--- src/rtl/i_fetch_stage.sv ---
// Instruction-fetch stage: PC, req/ack instruction-memory port and the IF/ID pipeline register.
// Optional perf counters (stall/flush) are built when IF_PERF_CNT_EN is defined.
module i_fetch_stage #(
  parameter logic [31:0] RESET_PC = 32'h0000_0000,
  parameter int          CNT_W    = 16
) (
  input  logic        CLK,
  input  logic        RST,
  input  logic        PCWrite_wire,
  input  logic        IFIDWrite_wire,
  input  logic        branchTaken,
  input  logic [31:0] add_outWire,
  input  logic        jump_in,
  input  logic [31:0] jump_target,
  output logic        imem_req,
  output logic [31:0] imem_addr,
  input  logic        imem_ack,
  input  logic [31:0] imem_rdata,
  output logic [31:0] instruction_out,
  output logic [31:0] npc_out,
  output logic        valid_out
`ifdef IF_PERF_CNT_EN
  ,
  output logic [CNT_W-1:0] stall_cnt_out,
  output logic [CNT_W-1:0] flush_cnt_out
`endif
);

  typedef enum logic [1:0] {
    S_REQ  = 2'd0,
    S_HOLD = 2'd1,
    S_DROP = 2'd2
  } state_t;

  state_t      state_r;
  logic [31:0] pc_r;
  logic [31:0] fetch_addr_r;
  logic [31:0] hold_r;
  logic [31:0] instr_r;
  logic [31:0] npc_r;
  logic        valid_r;
  logic        req_r;

  logic        redirect_s;
  logic        advance_s;
  logic        ack_s;
  logic [31:0] target_s;
  logic [31:0] fetch_next_s;

  if (CNT_W < 1) begin : g_cnt_w_check
    $error("CNT_W must be at least 1");
  end

  // An ack only counts while a request is actually on the port.
  assign redirect_s   = (branchTaken | jump_in) & PCWrite_wire;
  assign advance_s    = PCWrite_wire & IFIDWrite_wire;
  assign ack_s        = imem_ack & req_r;
  assign target_s     = (jump_in ? jump_target : add_outWire) & 32'hFFFF_FFFC;
  assign fetch_next_s = fetch_addr_r + 32'd4;

  assign imem_req        = req_r;
  assign imem_addr       = fetch_addr_r;
  assign instruction_out = instr_r;
  assign npc_out         = npc_r;
  assign valid_out       = valid_r;

  // Fetch FSM together with PC, hold buffer and IF/ID register.
  always_ff @(posedge CLK or negedge RST) begin
    if (!RST) begin
      state_r      <= S_REQ;
      pc_r         <= RESET_PC;
      fetch_addr_r <= RESET_PC;
      hold_r       <= 32'h0;
      instr_r      <= 32'h0;
      npc_r        <= 32'h0;
      valid_r      <= 1'b0;
      req_r        <= 1'b0;
    end else begin
      case (state_r)
        S_REQ: begin
          if (redirect_s) begin
            pc_r    <= target_s;
            instr_r <= 32'h0;
            valid_r <= 1'b0;
            req_r   <= 1'b1;
            if (ack_s) fetch_addr_r <= target_s;
            else       state_r      <= S_DROP;
          end else if (ack_s && advance_s) begin
            instr_r      <= imem_rdata;
            npc_r        <= fetch_next_s;
            valid_r      <= 1'b1;
            pc_r         <= fetch_next_s;
            fetch_addr_r <= fetch_next_s;
            req_r        <= 1'b1;
          end else if (ack_s) begin
            hold_r  <= imem_rdata;
            state_r <= S_HOLD;
            req_r   <= 1'b0;
            if (IFIDWrite_wire) begin
              instr_r <= 32'h0;
              valid_r <= 1'b0;
            end
          end else begin
            req_r <= 1'b1;
            if (IFIDWrite_wire) begin
              instr_r <= 32'h0;
              valid_r <= 1'b0;
            end
          end
        end
        S_HOLD: begin
          if (redirect_s) begin
            pc_r         <= target_s;
            fetch_addr_r <= target_s;
            instr_r      <= 32'h0;
            valid_r      <= 1'b0;
            state_r      <= S_REQ;
            req_r        <= 1'b1;
          end else if (advance_s) begin
            instr_r      <= hold_r;
            npc_r        <= fetch_next_s;
            valid_r      <= 1'b1;
            pc_r         <= fetch_next_s;
            fetch_addr_r <= fetch_next_s;
            state_r      <= S_REQ;
            req_r        <= 1'b1;
          end else begin
            req_r <= 1'b0;
            if (IFIDWrite_wire) begin
              instr_r <= 32'h0;
              valid_r <= 1'b0;
            end
          end
        end
        S_DROP: begin
          // The stale request must complete before the new PC can be presented.
          req_r <= 1'b1;
          if (redirect_s) pc_r <= target_s;
          if (ack_s) begin
            fetch_addr_r <= redirect_s ? target_s : pc_r;
            state_r      <= S_REQ;
          end
          if (redirect_s || IFIDWrite_wire) begin
            instr_r <= 32'h0;
            valid_r <= 1'b0;
          end
        end
        default: begin
          state_r <= S_REQ;
          req_r   <= 1'b1;
          instr_r <= 32'h0;
          valid_r <= 1'b0;
        end
      endcase
    end
  end

`ifdef IF_PERF_CNT_EN
  logic [CNT_W-1:0] stall_cnt_r;
  logic [CNT_W-1:0] flush_cnt_r;

  // Saturating stall and flush counters.
  always_ff @(posedge CLK or negedge RST) begin
    if (!RST) begin
      stall_cnt_r <= {CNT_W{1'b0}};
      flush_cnt_r <= {CNT_W{1'b0}};
    end else begin
      if (!advance_s && (stall_cnt_r != {CNT_W{1'b1}}))
        stall_cnt_r <= stall_cnt_r + {{(CNT_W-1){1'b0}}, 1'b1};
      if (redirect_s && (flush_cnt_r != {CNT_W{1'b1}}))
        flush_cnt_r <= flush_cnt_r + {{(CNT_W-1){1'b0}}, 1'b1};
    end
  end

  assign stall_cnt_out = stall_cnt_r;
  assign flush_cnt_out = flush_cnt_r;
`endif

endmodule
--- config.mk ---
export PLATFORM = sky130hd
export DESIGN_NAME = i_fetch_stage
export DESIGN_NICKNAME = d
export VERILOG_FILES = /design/src/rtl/i_fetch_stage.sv
export SDC_FILE = /design/constraint.sdc
export NUM_CORES = 1
export LEC_CHECK = 0
export CORE_ASPECT_RATIO = 1.25
export CORE_MARGIN = 2
export CORE_UTILIZATION = 46
export DETAILED_ROUTE_END_ITERATION = 6
export PLACE_DENSITY = 0.88
export SLEW_MARGIN = 25
export SYNTH_ARGS = -nofsm -noshare
export SYNTH_HDL_FRONTEND = slang
export SYNTH_SLANG_ARGS = --single-unit
export TNS_END_PERCENT = 1
--- constraint.sdc ---
create_clock -name CLK -period 2.1 [get_ports CLK]
set_input_delay 0.21 -clock CLK [delete_from_list [all_inputs] [get_ports CLK]]
set_output_delay 0.21 -clock CLK [all_outputs]
set_load 0.05 [all_outputs]
==> run_results.csv <==
group,metric,value,unit
run_status,outcome,"finished, violations left",
run_status,violations,"setup timing",
die,num_rows,56,
sta,max_slew_margin,29.4,%
logic_synthesis,yosysUniqueCellTypes,67,
clock_tree,postCtsSetupBuffers,0,
pwr,powerDensity,1510,nW/um^2
sta,layout_setup_ws,-0.0208,ns
sta,timing.final.crit_share,101,%
sta,tightest_slew,1.05,ns
clock_tree,root_buffer,"clkbuf_16",
critical_path,worstPathArrival,2.43,ns
clock_tree,clk_latency,0.43,ns
critical_path,cpMostUsedCell,"buf_4",
logic_synthesis,ys_top_cells_by_area,"dfrtp_1 47%, mux2_2 9.1%, a21oi_1 4.3%",
critical_path,crit_chain,"nand2_1, buf_4, nor4_2, buf_4, and2_1, a41oi_1, o32a_1",
clock_tree,clk_pin_slew_worst_paths,0.07,ns
layout,areaGrowthSynthToFinish,40.2,%
clock_tree,cts_tree,"built",
critical_path,cp_slowest_cell,"dfrtp_2",
sta,skew,0.00760,ns
sta,post-route-min-period,2.12,ns
logic_synthesis,postSynthCellCount,876,
layout,fillers,1382,
logic_synthesis,yosysWarnings,0,
clock_tree,cts_inserted_buffers,17,
pwr,p_int,10.2,mW
die,num_io_pins,201,
logic_synthesis,synth_seq_cells,164,
sta,setup_viol,1,
layout,layout.nets,1225,
global_routing,grt_max_degree,54,
clock_tree,cts_buffer_depth,2,
sta,maxSlewViolCount,0,
routing,viasPerCell,6.09,
placement,hpwl,19100,um
routing,vias,8307,
global_routing,antenna_found_initial,0,
critical_path,critPathKind,"reg -> reg",
layout,regArea,4120,um^2
sta,hold_viol_final,0,
critical_path,cpLargestDelayFamily,"simple AND/OR/NAND/NOR gates",
layout,design_area,12300,um^2
global_routing,grt_usage,26.9,%
layout,multi_input_area,4390,um^2
sta,fmax,472,MHz
routing,drt-initial-drc-count,610,
critical_path,worstSetupStartpointType,"flop",
routing,finalWirelength,27000,um
pwr,p_leak,5.17,nW
hold_path,hold_class,"in -> async",
pwr,ir_drop,0.650,mV
run,maxCapViolations,0,
clock_tree,h-tree-depth,4,
global_routing,grt_overflow,0,
logic_synthesis,synth_fp_nets,983,
critical_path,max_stage_delay,0.49,ns
global_routing,grt_pass1_vias,8488,
layout,n_antenna_cell,0,
critical_path,cp-end-kind,"flop",
die,start_util,46.8,%
pwr,combPwrFrac,54.6,%
pwr,pwr-share-seq,29.6,%
routing,drt_first_pass_iters,5,
routing,postRouteAntennaNets,0,
layout,drive_gt1_share,21.3,%
routing,wl_per_cell,19.8,um
placement,place.gp.congestion,1.01,
critical_path,path_max_fanout,9,
global_routing,grt_pass1_wl,42900,um
logic_synthesis,yosys_most_used_dff,"dfrtp_1",
pwr,switching_share,44.9,%
logic_synthesis,syn_avg_cell_area,10.0,um^2
sta,rsz0062_at_grt,"yes",
placement,place_ws,-0.186,ns
critical_path,critical_path_buf_inv_count,2,
die,dieHeight,158,um
logic_synthesis,synth_edf_count,0,
logic_synthesis,ys_seq_area_share,46.9,%
die,die_width,127,um
logic_synthesis,postSynth.asyncResetShare,100,%
die,die-area,20200,um^2
logic_synthesis,yosysTopAreaCellShare,46.9,%
sta,finalSetupTns,-0.0208,ns
pwr,p_clk_share,15.8,%
critical_path,required,2.41,ns
clock_tree,clkSinkCount,164,
logic_synthesis,synth_area,8760,um^2
pwr,power_switching,8.29,mW
placement,port_buffers,196,
placement,place_area,11700,um^2
logic_synthesis,yosysTopAreaCell,"dfrtp_1",
die,core,18700,um^2
routing,route.detailed.drc,0,
-- cells in the mapped netlist, drive strengths merged (7+ instances only) --
| master | count |
|---|---|
| nand4 | 15 |
| mux2i | 26 |
| nand2 | 72 |
| nand3b | 7 |
| o22ai | 19 |
| nor2b | 18 |
| dfrtp | 164 |
| a21oi | 76 |
| a22o | 33 |
| a31oi | 8 |
| nor2 | 67 |
| nor4 | 10 |
| mux2 | 71 |
| a222oi | 9 |
| xnor2 | 20 |
| a22oi | 8 |
| a21boi | 7 |
| nor3 | 13 |
| buf | 25 |
| clkbuf | 43 |
| nand3 | 26 |
| o31ai | 7 |
| o21ai | 17 |
| inv | 23 |
-- flip-flops by register name (all words and copies together) (netlist names) --
name	cells
hold_r	32
imem_addr	32
instruction_out	32
npc_out	32
pc_r	32
state_r	2
imem_req	1
valid_out	1
-- layout make-up --
class                   count  share of cell area [%]
well taps                 232                    2.36
flip-flops and latches    164                    33.6
clock buffers              19                    3.69
repair buffers            291                    23.1
clock inverters            13                   0.805
multi-input cells         620                    35.7
inverters                  24                   0.734
-- through the flow --
step / instances / hold WS, ns / util, % / total power [mW]
2_1_floorplan: 876 / -0.0856 / - / 11.6
3_3_place_gp: 1330 / 0.190 / 62.3 / 15.0
3_5_place_dp: 1330 / 0.196 / 62.3 / 15.4
4_1_cts: 1363 / 0.320 / 65.3 / 18.4
5_1_grt: 1363 / 0.333 / 65.6 / 19.4
6_report: 1363 / 0.290 / 65.6 / 18.5
-- logic make-up (layout without fill, tap and decap cells) --
kind of cell / count (synthesis) / after routing / synth area share [%]
XOR/XNOR: 26 / 26 / 2.60
multiplexers: 97 / 97 / 12.1
buffers and inverters: 92 / 347 / 4.39
AND/OR/NAND/NOR: 256 / 256 / 14.7
adder cells (fa/ha/maj): 4 / 4 / 0.572
AO/OA/AOI/OAI: 237 / 237 / 18.8
flip-flops: 164 / 164 / 46.9
-- layout by cell type, fill, tap and decap left out, types with 23 or more instances in the layout --
cell,count
a22o_1,33
nand2_1,72
inv_1,23
nand3_1,23
mux2i_1,26
clkdlybuf4s50_1,194
buf_4,81
mux2_2,71
dfrtp_1,149
nor2_1,67
a21oi_1,75
-- repair_timing --
action,CTS,global route
hold buffers,1,0
endpoints found under the hold margin,50,0
endpoints found under the setup margin,8,78
pin swaps,0,2
resized for setup,1,14
-- power groups by stage --
stage	sequential [mW]	combinational (mW)	clock, mW
finish	5.47	10.1	2.93
global route	5.62	10.7	3.13
CTS	5.43	9.96	2.97
detailed placement	5.47	9.89	0
global placement	5.38	9.63	0
floorplan	7.57	4.08	0
-- final timing paths --
kind                                           start                         endpoint  slack [ns]  cells after the start
max                        imem_addr[10]$_DFFE_PN0P_        imem_addr[28]$_DFFE_PN0P_       -0.02                      7
min                                              RST           hold_r[23]$_DFFE_PN0P_        0.29                      2
max reg2reg                imem_addr[10]$_DFFE_PN0P_        imem_addr[28]$_DFFE_PN0P_       -0.02                      7
min reg2reg                   hold_r[11]$_DFFE_PN0P_  instruction_out[11]$_DFFE_PN0P_        0.46                      2
max in group asynchronous                        RST          npc_out[30]$_DFFE_PN0P_        1.10                      3
min in group CLK                      imem_rdata[23]  instruction_out[23]$_DFFE_PN0P_        0.42                      3
-- per-layer routing --
metal  global-route usage, %  wire length [um]  up-vias
met1                    31.5             10100     4084
met2                    46.5             13600      445
met4                    12.7              1060        0
met3                    6.49              2130       91
met5                       0                 0        -
li1                        -                 -     3687
No activity file was read; power rests on OpenSTA's default activity.
